**config.mk**
```make
export PLATFORM = sky130hd
export DESIGN_NAME = fetch_unit
export DESIGN_NICKNAME = d
export VERILOG_FILES = /design/src/rtl/fetch_unit.sv
export SDC_FILE = /design/constraint.sdc
export NUM_CORES = 1
export LEC_CHECK = 0
export CORE_ASPECT_RATIO = 0.8
export CORE_MARGIN = 5
export CORE_UTILIZATION = 40
export DETAILED_ROUTE_END_ITERATION = 8
export GPL_TIMING_DRIVEN = 0
export SETUP_SLACK_MARGIN = 0.15
export SYNTH_ARGS = -nofsm -noshare
export SYNTH_HDL_FRONTEND = slang
export SYNTH_SLANG_ARGS = --single-unit
export TNS_END_PERCENT = 100
```
**constraint.sdc**
```tcl
create_clock -name clk -period 3.5 [get_ports clk]
set_input_delay 0.7 -clock clk [delete_from_list [all_inputs] [get_ports clk]]
set_output_delay 0.7 -clock clk [all_outputs]
set_load 0.01 [all_outputs]
```
**src/rtl/fetch_unit.sv**
```systemverilog
// Instruction-fetch front end.
// Issues in-order instruction-memory requests for the current pc, remembers each
// request's pc in a tag FIFO, and buffers returned instructions together with their
// pc in a DEPTH-entry FIFO that feeds decode through a valid/ready handshake.
// A jump flushes the instruction FIFO and arms a drop counter so that responses to
// wrong-path requests still in flight are discarded as they return.
module fetch_unit #(
    parameter int DEPTH = 4,
    parameter int PTR_W = 2
) (
    input  logic        clk,
    input  logic        reset,
    input  logic [31:0] pc,
    input  logic        jump_flag,
    output logic        stall,
    output logic        imem_req_valid,
    input  logic        imem_req_ready,
    output logic [31:0] imem_req_addr,
    input  logic        imem_resp_valid,
    input  logic [31:0] imem_resp_data,
    output logic        if_valid,
    output logic [31:0] if_pc,
    output logic [31:0] if_inst,
    input  logic        id_ready
);

    localparam logic [PTR_W-1:0] PTR_ONE  = PTR_W'(1);
    localparam logic [PTR_W:0]   CNT_ONE  = (PTR_W + 1)'(1);
    localparam logic [PTR_W+1:0] CAPACITY = (PTR_W + 2)'(DEPTH);

    // Occupancy and bookkeeping counters
    logic [PTR_W:0]   occ_reg, occ_next;
    logic [PTR_W:0]   inflight_reg, inflight_next;
    logic [PTR_W:0]   drop_reg, drop_next;

    // Instruction FIFO pointers
    logic [PTR_W-1:0] rd_ptr_reg, rd_ptr_next;
    logic [PTR_W-1:0] wr_ptr_reg, wr_ptr_next;

    // Tag FIFO pointers (one entry per outstanding request)
    logic [PTR_W-1:0] tag_rd_reg, tag_rd_next;
    logic [PTR_W-1:0] tag_wr_reg, tag_wr_next;

    // Held low through reset and for the first edge after it, so no request
    // leaves while the front end is coming out of reset.
    logic             en_reg;

    // Storage arrays
    logic [31:0]      pc_mem   [DEPTH];
    logic [31:0]      inst_mem [DEPTH];
    logic [31:0]      tag_mem  [DEPTH];

    // Per-cycle events
    logic [PTR_W+1:0] load;
    logic             credit;
    logic             fire;
    logic             resp;
    logic             discard;
    logic             push;
    logic             pop;
    logic [31:0]      resp_tag;

    // Request side, response classification and decode handshake
    always_comb begin
        load           = {1'b0, occ_reg} + {1'b0, inflight_reg};
        credit         = en_reg & (load < CAPACITY);
        imem_req_valid = credit & ~jump_flag;
        imem_req_addr  = pc;
        fire           = imem_req_valid & imem_req_ready;
        stall          = ~fire;

        // A response with nothing outstanding is a protocol error and is ignored.
        resp           = imem_resp_valid & (inflight_reg != '0);
        discard        = resp & (jump_flag | (drop_reg != '0));
        push           = resp & ~discard;
        resp_tag       = tag_mem[tag_rd_reg];

        if_valid       = (occ_reg != '0);
        pop            = if_valid & id_ready & ~jump_flag;
        if_pc          = '0;
        if_inst        = '0;
        if (if_valid) begin
            if_pc   = pc_mem[rd_ptr_reg];
            if_inst = inst_mem[rd_ptr_reg];
        end
    end

    // Next-state for counters and pointers
    always_comb begin
        inflight_next = inflight_reg;
        if (fire && !resp) begin
            inflight_next = inflight_reg + CNT_ONE;
        end else if (!fire && resp) begin
            inflight_next = inflight_reg - CNT_ONE;
        end

        // On a jump every request still outstanding after this cycle is wrong-path.
        drop_next = drop_reg;
        if (jump_flag) begin
            drop_next = inflight_next;
        end else if (resp && (drop_reg != '0)) begin
            drop_next = drop_reg - CNT_ONE;
        end

        occ_next    = occ_reg;
        rd_ptr_next = rd_ptr_reg;
        wr_ptr_next = wr_ptr_reg;
        if (jump_flag) begin
            occ_next    = '0;
            rd_ptr_next = '0;
            wr_ptr_next = '0;
        end else begin
            if (push && !pop) begin
                occ_next = occ_reg + CNT_ONE;
            end else if (!push && pop) begin
                occ_next = occ_reg - CNT_ONE;
            end
            if (push) begin
                wr_ptr_next = wr_ptr_reg + PTR_ONE;
            end
            if (pop) begin
                rd_ptr_next = rd_ptr_reg + PTR_ONE;
            end
        end

        // Tags survive a flush so that dropped responses still retire their entry.
        tag_wr_next = tag_wr_reg;
        tag_rd_next = tag_rd_reg;
        if (fire) begin
            tag_wr_next = tag_wr_reg + PTR_ONE;
        end
        if (resp) begin
            tag_rd_next = tag_rd_reg + PTR_ONE;
        end
    end

    // State register with asynchronous active-low reset
    always_ff @(posedge clk or negedge reset) begin
        if (!reset) begin
            en_reg       <= 1'b0;
            occ_reg      <= '0;
            inflight_reg <= '0;
            drop_reg     <= '0;
            rd_ptr_reg   <= '0;
            wr_ptr_reg   <= '0;
            tag_rd_reg   <= '0;
            tag_wr_reg   <= '0;
        end else begin
            en_reg       <= 1'b1;
            occ_reg      <= occ_next;
            inflight_reg <= inflight_next;
            drop_reg     <= drop_next;
            rd_ptr_reg   <= rd_ptr_next;
            wr_ptr_reg   <= wr_ptr_next;
            tag_rd_reg   <= tag_rd_next;
            tag_wr_reg   <= tag_wr_next;
        end
    end

    // Per-entry storage; the head is read combinationally so decode sees it
    // in the same cycle the entry becomes valid.
    generate
        for (genvar gi = 0; gi < DEPTH; gi++) begin : g_entry
            // Capture the pc of an accepted request into its tag slot
            always_ff @(posedge clk) begin
                if (fire && (tag_wr_reg == PTR_W'(gi))) begin
                    tag_mem[gi] <= pc;
                end
            end

            // Capture a kept response together with the pc it was fetched for
            always_ff @(posedge clk) begin
                if (push && (wr_ptr_reg == PTR_W'(gi))) begin
                    pc_mem[gi]   <= resp_tag;
                    inst_mem[gi] <= imem_resp_data;
                end
            end
        end
    endgenerate

endmodule

```
==> results_dict.tcl, run 1 <==
set metrics [dict create \
    status "finished, final reports clean" \
    numClockSinks 402 \
    synth_top_area_cell "edfxtp_1" \
    via_per_inst 4.852 \
    syn_inst 741 \
    worst_pin_slew_ns 0.9754 \
    synthArstFlopShare_pct 4.478 \
    avgSynthCellArea_um2 21.28 \
    place_hpwl_um 19340 \
    finalHoldViolations 0 \
    setup_viol 0 \
    grt_pass1_wl_um 47680 \
    fmax_mhz 309.1 \
    path_common_cell "buf_8" \
    setup-tns-final_ns 0 \
    grt_pass1_vias 7964 \
    synthDistinctLibCells 42 \
    numCtsBuffers 41 \
    dieArea_mm2 0.04352 \
    fin_nets 1042 \
    cts_hold_buf 0 \
    grt.overflow.total 0 \
    layout-drive-gt1-share_pct 23.36 \
    cts_setup_buffers 0 \
    start_kind "flop" \
    power_density_mw_per_mm2 759.5 \
    initial_core_util_pct 40.23 \
    routedWlPerCell_um 20.02 \
    port_buffers 168 \
    hold_class "flop to flop" \
    insertion_delay_ns 0.55 \
    ant_nets 0 \
    area_growth_pct 24.50 \
    slew_headroom_pct 34.77 \
    die_h_um 187.6 \
    cts.clk_slew.worst_paths_ns 0.06 \
    report.final.slew_viol_count 0 \
    skew_ns 0.02464 \
    cts_tree "done" \
    synth_top_area_share_pct 73.13 \
    die_width_um 232.0 \
    synth_edf_count 384 \
    required_ns 2.80 \
    p_total_w 0.01491 \
    p_int_w 0.01075 \
    wirelength_um 30550 \
    gr-usage-all-layers_pct 14.17 \
    grt_max_degree 35 \
    crit_path_end_kind "output port" \
    crit_path_max_incr_delay_ns 0.55 \
    p_sw_w 0.004162 \
    io_pins 169 \
    clockBufferDepth 3 \
    critPathBufInv 3 \
    crit_fanout 10 \
    synthFlopType "edfxtp_1" \
    leakage_nw 6.463 \
    crit_slowest_cell "mux4_2" \
    rows 65 \
    finalCritPeriodShare_pct 92.45 \
    ys_ff_latch 402 \
    layout_min_cycle_time_ns 3.236 \
    crit_chain "buf_8 > buf_8 > mux4_2 > and2_1 > clkdlybuf4s50_1" \
    yosys_warnings 0 \
    crit_arrival_ns 2.54 \
    netlist_area_mm2 0.01577 \
    dr.pass1.iters 4 \
    reg_top3 "inst_mem: 128 flops, pc_mem: 128 flops, tag_mem: 128 flops" \
    clkPwrFrac_pct 28.8 \
    p_comb_share_pct 31.7 \
    cts_root_buffer "clkbuf_16" \
    yosysSeqAreaShare_pct 75.98 \
    path_class "flop to output port" \
    final_common_cell "edfxtp_1" \
    core_area_mm2 0.03920 \
    drt-initial-drc-count 408 \
    h-tree-depth 2 \
    drc 0 \
    swShare_pct 27.91 \
    vias 7404 \
    synth_area_leaders "edfxtp_1 73%, mux4_2 14%, and2_1 2.9%" \
    final_cell_mix "384 x edfxtp_1, 164 x clkdlybuf4s50_1, 96 x mux4_2" \
    cpLargestDelayFamily "buffers and inverters" \
    antenna_found_initial 0 \
    seq_power_share_pct 39.5 \
    synth.net_count 827 \
    rsz0062_at_grt "true" \
    peakVddDrop_mv 0.3767 \
    maxCapViolations 0 \
    gp_congestion 0.7395 \
]
[logic make-up after synthesis]
logic type                 synth area share, %
DFF                                      75.98
and+or+nand+nor                          4.491
muxes                                    13.91
buffers and inverters                    2.896
adders and majority gates                1.381
AOI/OAI and AO/OA                       0.7618
xor gates and xnor gates                0.5555
other                                  0.02378
[cell usage after synthesis, drive strengths merged, types with 2 or more instances]
master / count
mux4: 96
a211o: 2
nor3: 8
inv: 14
and3: 3
clkbuf: 16
and4: 2
nand2: 8
nand3: 4
buf: 50
edfxtp: 384
and2: 73
xnor2: 9
nor2: 10
nor2b: 2
dfrtp: 18
mux2i: 2
o21ai: 4
a211oi: 3
ha: 15
[power groups by stage]
stage               sequential [W]  clock [W]  combinational [W]
floorplan                  0.00596          0            0.00271
global placement           0.00599          0            0.00470
detailed placement         0.00599          0            0.00477
CTS                        0.00589    0.00442            0.00484
global route               0.00592    0.00463            0.00516
finish                     0.00589    0.00429            0.00473
[worst register-to-register path, cell delays in order (launching register included)]
cell and delay [ns]:
dfrtp_1 0.41, inv_1 0.10, ha_1 0.19, ha_1 0.20, nand4bb_1 0.20, clkbuf_1 0.22
nor2_1 0.27, and2_4 0.52, buf_12 0.31
[through the flow]
stage	instance area, µm²	hold WS [ns]	setup slack, ns	cells	util (%)
6_report	19630	0.5705	0.2643	1526	50.08
2_1_floorplan	15770	0.4044	0.2309	741	-
3_5_place_dp	18220	0.5663	0.2375	1449	46.49
4_1_cts	19600	0.5751	0.1469	1525	49.99
3_3_place_gp	18120	0.5628	-1.552	1445	46.23
5_1_grt	19630	0.5990	0.1365	1525	50.08
[final timing paths]
check	startpoint	cells past startpoint	slack, ns	to
worst max-delay path	rd_ptr_reg[0]$_DFFE_PN0P_	5	0.26	if_pc[23]
worst max register to register	inflight_reg[1]$_DFF_PN0_	8	0.72	inst_mem[3][12]$_DFFE_PP_
min in group asynchronous	reset	1	0.69	en_reg$_DFF_PN0_
worst min register to register	wr_ptr_reg[1]$_DFFE_PN0P_	2	0.57	wr_ptr_reg[1]$_DFFE_PN0P_
max in group asynchronous	reset	1	2.14	rd_ptr_reg[0]$_DFFE_PN0P_
worst min-delay path	wr_ptr_reg[1]$_DFFE_PN0P_	2	0.57	wr_ptr_reg[1]$_DFFE_PN0P_
[final cells by class]
type	count	area [µm²]
well taps	536	670.6
plain buffers	66	469.2
inverters	14	52.55
multi-input cells	259	3346
fillers	3223	19570
flip-flops and latches	402	11980
clock inverters	25	245.2
diodes	1	2.502
repair buffers	172	1779
clock buffers	51	1085
[layer usage]
metal  part of all wire, %  vias to the layer above  GRT usage, %  routed length, µm
met4                   2.0                        0         3.794                616
met5                     0                        -             0                  0
met2                    47                      162         22.41              14370
met1                    46                     3815         20.27              14070
li1                      -                     3380             -                  -
met3                   4.9                       47         2.967               1490
[timing repair]
action,4_1_cts,5_1_grt
gates resized for setup,17,15
endpoints found under the setup margin,59,50
pin swaps,0,0
No activity file was read; power rests on OpenSTA's default activity.
==> run 2, diff against run 1 <==
--- a/config.mk
+++ b/config.mk
@@ -5,12 +5,14 @@
 export SDC_FILE = /design/constraint.sdc
 export NUM_CORES = 1
 export LEC_CHECK = 0
+export CAP_MARGIN = 10
 export CORE_ASPECT_RATIO = 0.8
 export CORE_MARGIN = 5
 export CORE_UTILIZATION = 40
 export DETAILED_ROUTE_END_ITERATION = 8
 export GPL_TIMING_DRIVEN = 0
 export SETUP_SLACK_MARGIN = 0.15
+export SKIP_LAST_GASP = 1
 export SYNTH_ARGS = -nofsm -noshare
 export SYNTH_HDL_FRONTEND = slang
 export SYNTH_SLANG_ARGS = --single-unit
==> results of run 2 <==
Same layout as run 1: the final DEF is identical, and so are final timing and power.
==> run 3, diff against run 2 <==
--- a/config.mk
+++ b/config.mk
@@ -9,6 +9,7 @@
 export CORE_ASPECT_RATIO = 0.8
 export CORE_MARGIN = 5
 export CORE_UTILIZATION = 40
+export CTS_CLUSTER_SIZE = 30
 export DETAILED_ROUTE_END_ITERATION = 8
 export GPL_TIMING_DRIVEN = 0
 export SETUP_SLACK_MARGIN = 0.15
==> results of run 3 <==
Same layout as run 1: the final DEF is identical, and so are final timing and power.
